[config.mk]
export PLATFORM = sky130hd
export DESIGN_NAME = fetch_unit
export DESIGN_NICKNAME = d
export VERILOG_FILES = /design/src/rtl/fetch_unit.sv
export SDC_FILE = /design/constraint.sdc
export NUM_CORES = 1
export LEC_CHECK = 0
export ABC_CLOCK_PERIOD_IN_PS = 3200
export CORE_MARGIN = 1
export CORE_UTILIZATION = 47
export DETAILED_ROUTE_END_ITERATION = 7
export PLACE_DENSITY = 0.87
export REMOVE_ABC_BUFFERS = 1
export SYNTH_ARGS = -nofsm -noshare
export SYNTH_HDL_FRONTEND = slang
export SYNTH_SLANG_ARGS = --single-unit
[constraint.sdc]
create_clock -name CLK -period 3.2 [get_ports CLK]
set_input_delay 0.64 -clock CLK [delete_from_list [all_inputs] [get_ports CLK]]
set_output_delay 0.64 -clock CLK [all_outputs]
set_load 0.02 [all_outputs]
[src/rtl/fetch_unit.sv]
// fetch_unit -- instruction fetch stage.
//
// Holds the fetch PC, issues read requests to the instruction cache and
// presents the returned word with its address to the IF/ID latch.
// Handles stalls, EX-stage redirects (including redirects that arrive
// while a cache miss is outstanding) and a terminal halt.
//
// Ports:
//   CLK          system clock, rising edge
//   nRST         asynchronous active-low reset
//   ihit         cache returns iload for imemaddr this cycle
//   iload        instruction word from the cache
//   imemREN      cache read request
//   imemaddr     cache read address (always pc_reg)
//   stall        IF/ID latch hold
//   redirect_en  branch-mispredict / jump-resolve request
//   redirect_pc  redirect target
//   halt         halt retirement indication
//   pc           address of the instruction on instr
//   instr        fetched instruction (iload passthrough)
//   j_en         predecode: JAL or JALR
//   b_en         predecode: conditional branch
//   fetch_valid  instr/pc valid for the IF/ID latch
module fetch_unit #(
  parameter logic [31:0] PC_INIT = 32'h0000_0000
) (
  input  logic        CLK,
  input  logic        nRST,
  input  logic        ihit,
  input  logic [31:0] iload,
  output logic        imemREN,
  output logic [31:0] imemaddr,
  input  logic        stall,
  input  logic        redirect_en,
  input  logic [31:0] redirect_pc,
  input  logic        halt,
  output logic [31:0] pc,
  output logic [31:0] instr,
  output logic        j_en,
  output logic        b_en,
  output logic        fetch_valid
);

  typedef enum logic [1:0] {
    FETCH   = 2'd0,
    DISCARD = 2'd1,
    HALTED  = 2'd2
  } state_t;

  localparam logic [6:0] OP_JAL    = 7'b1101111;
  localparam logic [6:0] OP_JALR   = 7'b1100111;
  localparam logic [6:0] OP_BRANCH = 7'b1100011;

  state_t      state_reg, state_next;
  logic [31:0] pc_reg, pc_next;
  logic [31:0] pend_pc_reg, pend_pc_next;

  // State register
  always_ff @(posedge CLK or negedge nRST) begin
    if (!nRST) begin
      state_reg   <= FETCH;
      pc_reg      <= PC_INIT;
      pend_pc_reg <= 32'h0000_0000;
    end else begin
      state_reg   <= state_next;
      pc_reg      <= pc_next;
      pend_pc_reg <= pend_pc_next;
    end
  end

  // Next-state logic
  always_comb begin
    state_next   = state_reg;
    pc_next      = pc_reg;
    pend_pc_next = pend_pc_reg;
    if (halt) begin
      // Halt beats redirect and stall; the PC is frozen where it is.
      state_next = HALTED;
    end else begin
      case (state_reg)
        FETCH: begin
          if (redirect_en) begin
            if (ihit) begin
              pc_next = redirect_pc;
            end else begin
              // The cache is mid-miss on pc_reg: keep the address stable
              // and park the target until the miss completes.
              pend_pc_next = redirect_pc;
              state_next   = DISCARD;
            end
          end else if (ihit && !stall) begin
            pc_next = pc_reg + 32'd4;
          end
        end
        DISCARD: begin
          if (redirect_en) begin
            pend_pc_next = redirect_pc;
          end
          if (ihit) begin
            // The returned word belongs to the wrong path; drop it and
            // jump to the newest redirect target.
            pc_next    = redirect_en ? redirect_pc : pend_pc_reg;
            state_next = FETCH;
          end
        end
        default: begin
          state_next = HALTED;
        end
      endcase
    end
  end

  // Output logic
  always_comb begin
    imemREN     = (state_reg != HALTED);
    fetch_valid = (state_reg == FETCH) && ihit && !redirect_en && !halt;
  end

  assign imemaddr = pc_reg;
  assign pc       = pc_reg;
  assign instr    = iload;
  assign j_en     = (iload[6:0] == OP_JAL) || (iload[6:0] == OP_JALR);
  assign b_en     = (iload[6:0] == OP_BRANCH);

endmodule

# --- Word level (Yosys, flattened, before mapping) ---
# Index checks and enable logic that the tools add are counted.
totals:
  register_bits: 66
  inputBits: 70
  word_cells: 45
op_classes:
  add_sub_neg: 1
  eq_ne: 13
  mux: 14
  n_bitwise: 1
  reduce_logical: 13
op_table:
  columns: ["cell", "n"]
  rows:
  - ["$mux 32", 7]
  - ["$pmux 32 s2", 2]
  - ["$add 32x3->32 const B", 1]
  - ["$eq 7x7->1 const B", 3]
  - ["$ne 3x3->1 const B", 5]
  - ["$mux 2", 4]
  - ["$ne 2x2->1 const B", 4]
  - ["$reduce_and 5->1", 1]
  - ["$logic_and 1x1->1", 4]
  - ["$pmux 2 s2", 1]
  - ["$reduce_and 4->1", 1]
  - ["$logic_not 1->1", 3]
  - ["$reduce_and 3->1", 1]
  - ["$eq 2x1->1 const B", 1]
  - ["$logic_not 2->1", 1]
  - ["$reduce_bool 2->1", 1]
  - ["$logic_or 1x1->1", 1]
  - ["$not 1->1", 1]

# --- Longest topological paths before layout ---
depth:
  word_depth: 5
  ltp_mapped: 7
  ltp_nobuf: 6

# --- Worst setup path after synthesis ---
# OpenSTA, ideal clock, no wires.
synth_path:
  path_kind: "input-to-output"
  from: "input halt"
  to: "output fetch_valid"
  t_arrival_ns: 1.583
  slack_ns: 0.977
  path_stages: 2
  path_buffers: 0
  cell_sequence: "or3b_2 nor3_1"
synth_between:
  elab_chain_len: 2
synth_lines:
  columns: ["element", "line_no", "source"]
  rows:
  - ["start: declaration", "36", "input logic halt,"]
  - ["$logic_not 1->1", "116", "fetch_valid = (state_reg == FETCH) && ihit && !redirect_en && !halt;"]
  - ["$logic_and 1x1->1", "116", null]
  - ["end: declaration", "41", "output logic fetch_valid"]
# No other way between the ends.

# --- Worst setup path after layout ---
layout_path:
  from: "input ihit"
  to: "output fetch_valid"
layout_between:
  elab_chain_len: 3
layout_lines:
  columns: ["element", "line_no", "source"]
  rows:
  - ["start: declaration", "29", "input logic ihit,"]
  - ["$logic_and 1x1->1 (3 in series)", "116", null]
# No other way between the ends.

==> results.sh <==
export IMPL_dpl_cell_area_um2=5002
export IMPL_status="complete, no violations"
export IMPL_relSlewSlack_pct=47.15
export IMPL_syn_cell_area_um2=4193
export IMPL_p_int_mw=1.401
export IMPL_seq_power_share_pct=48.5
export IMPL_grt_ovfl_total=0
export IMPL_power_leakage_nw=2.120
export IMPL_cp_required_ps=2560
export IMPL_dp_final_hpwl_um=8186
export IMPL_crit_fanout=4
export IMPL_tightest_slew_ps=785.5
export IMPL_swShare_pct=29.14
export IMPL_regToRegStartpoint="imemaddr[14]"
export IMPL_setup_viol=0
export IMPL_cp_startpoint="ihit"
export IMPL_crit_buf_inv=2
export IMPL_hold_path_class="in -> async"
export IMPL_initial_utilization_pct=48.31
export IMPL_power_density_nw_per_um2=382.6
export IMPL_synth_area_leaders="dfrtp_1 39%, buf_4 12%, mux2_2 8.6%"
export IMPL_num_antenna_cells=0
export IMPL_path_clk_slew_ps=70
export IMPL_vias=3733
export IMPL_routed_wl_um=11290
export IMPL_synth_seq_cells=66
export IMPL_clk_latency_ps=340
export IMPL_area_delta_synth_final_pct=23.22
export IMPL_end_kind="output port"
export IMPL_power_mw=1.977
export IMPL_synth_edff_count=0
export IMPL_critical_path_top_delay_family="buffers and inverters"
export IMPL_cap_violations=0
export IMPL_ys_seq_area_share_pct=39.39
export IMPL_final_area_um2=5166
export IMPL_synth_cell_type_count=60
export IMPL_p_sw_mw=0.5761
export IMPL_cts_sinks=66
export IMPL_row_count=34
export IMPL_synth_common_cells="66 x dfrtp_1, 65 x buf_4, 54 x o21ai_0, 49 x nand2_1, 32 x mux2_2"
export IMPL_p_comb_share_pct=20.6
export IMPL_r2r_slack_ps=860
export IMPL_gp_congestion=0.8112
export IMPL_netlist_instances=467
export IMPL_crit_type="in -> out"
export IMPL_arrival_ps=2470
export IMPL_cts_made_buffers=9
export IMPL_slew_violations=0
export IMPL_fillerInstances=751
export IMPL_cts_tree="yes"
export IMPL_synth_ff_type="dfrtp_1"
export IMPL_post_cts_setup_buffers=0
export IMPL_critPathSlowestCell="clkdlybuf4s50_1"
export IMPL_hold_ws_ps=309.0
export IMPL_drtPass1Iterations=5
export IMPL_finalSetupTns_ps=0
export IMPL_worstReg2RegEnd="imemaddr[30]"
export IMPL_die_x_um=96.45
export IMPL_via_per_inst=5.935
export IMPL_timing_fmax_ghz=0.3220
export IMPL_coreArea_um2=8678
export IMPL_ys_warn_count=0
export IMPL_start_kind="input pin"
export IMPL_rsz0062_at_grt="no"
export IMPL_cts_root_buf="clkbuf_8"
export IMPL_nNetsFinal=587
export IMPL_io_pins=170
export IMPL_antenna_left=0
export IMPL_multi_input_area_um2=1928
export IMPL_skew_ps=6.018
export IMPL_regArea_um2=1652
export IMPL_worst_path_largest_cell_delay_ps=640
export IMPL_reg2reg_depth=5
export IMPL_post_route_drc_count=0
export IMPL_yosysMostFrequentCell="dfrtp_1"
export IMPL_grt_first_pass_wirelength_um=17600
export IMPL_grt_pass1_vias=3615
export IMPL_die_area_um2=9303
export IMPL_syn_avg_cell_area_um2=8.978
export IMPL_htreeDepth=3
export IMPL_grt_max_degree=48
export IMPL_yosys_area_top_type="dfrtp_1"
export IMPL_fin_crit_sh_pct=97.04
export IMPL_clk_path_buf_depth=2
export IMPL_synth_top_cell_area_share_pct=39.39
export IMPL_drive_gt1_share_pct=13.82
export IMPL_grt_antenna_before_repair=0
export IMPL_vdd_drop_max_v=0.0002279
export IMPL_die_h_um=96.45
export IMPL_io_buffers=119
export IMPL_min_period_ps=3105
export IMPL_grt_usage_pct=25.16
export IMPL_drtIter0Drc=213
export IMPL_async_flop_share_pct=100.0
export IMPL_ctsResizeCount=0
export IMPL_path_common_cell="clkdlybuf4s50_1"
export IMPL_wl_per_cell_um=17.95
export IMPL_cp_cell_sequence="clkdlybuf4s50_1, or3b_2, nor3_1, clkdlybuf4s50_1"
export IMPL_clock_power_share_pct=30.8
export IMPL_ctsHoldBuffers=0
export IMPL_finalHoldViolCount=0
-- layer usage --
layer	GRT usage (%)	share of wire, %	vias to the layer above
li1	-	-	1722
met1	31.91	42	1800
met2	39.38	47	186
met3	8.059	8.3	25
met4	9.926	2.6	0
met5	4.762	0	-
-- through the flow --
| stage | setup slack (ps) | utilization, % | instances |
|---|---|---|---|
| after detailed placement | 87.89 | 57.64 | 613 |
| final | 94.63 | 59.53 | 629 |
| after CTS | 100.8 | 59.53 | 629 |
| after global placement | 162.7 | 57.64 | 613 |
| after floorplan | 674.1 | - | 376 |
| after global routing | 36.50 | 59.53 | 629 |
-- power by group through the flow --
stage	registers (mW)	logic [mW]	clock network, mW
CTS	0.958	0.411	0.623
global route	0.968	0.442	0.654
finish	0.959	0.408	0.610
detailed placement	0.974	0.409	0
global placement	0.968	0.397	0
floorplan	1.03	0.0981	0
-- final cells by class --
type | instances | area share (%)
repair buffers | 129 | 24.41
clock buffers | 13 | 2.882
inverters | 7 | 0.5086
well taps | 108 | 2.616
flip-flops and latches | 66 | 31.97
multi-input cells | 303 | 37.32
clock inverters | 3 | 0.2906
-- worst max path at each step --
stage / endpoint / slack [ps] / cells past startpoint
2_1_floorplan: imemaddr[26] / 670 / 5
3_3_place_gp: fetch_valid / 160 / 4
3_5_place_dp: fetch_valid / 90 / 4
4_1_cts: fetch_valid / 100 / 4
5_1_grt: fetch_valid / 40 / 4
6_report: fetch_valid / 90 / 4
-- placed cells by master (no fill, tap or decap), drive strengths merged, types with 3 or more instances in the layout --
master,synthesis,routed
dfrtp,66,66
and3,14,14
nor2,21,21
nand4,8,8
and4,4,4
o31a,4,4
nand2,49,49
o22ai,4,4
a21oi,30,30
nand3,14,14
a22oi,5,5
clkdlybuf4s50,0,118
o21ai,55,55
buf,69,11
clkinv,0,3
clkbuf,22,13
a31oi,9,9
nor3,9,9
inv,7,7
o211ai,3,3
mux2,32,32
nand2b,3,3
a41oi,4,4
a22o,3,3
-- logic make-up (layout without fill, tap and decap cells) --
| kind of cell | after synthesis | in the layout | synth area share, % |
|---|---|---|---|
| AO/OA/AOI/OAI | 133 | 133 | 19.25 |
| adder cells (fa/ha/maj) | 1 | 1 | 0.2984 |
| flip-flops | 66 | 66 | 39.39 |
| buffers and inverters | 98 | 152 | 14.68 |
| AND/OR/NAND/NOR | 136 | 136 | 17.58 |
| multiplexers | 32 | 32 | 8.595 |
| XOR/XNOR | 1 | 1 | 0.2089 |
-- worst register-to-register path: cells and delay by family (launching register included) --
family | cells | cell delay, ps
compound gates | 1 | 140
simple gates | 4 | 1580
flops | 1 | 520
(Power assumes the default switching activity.)
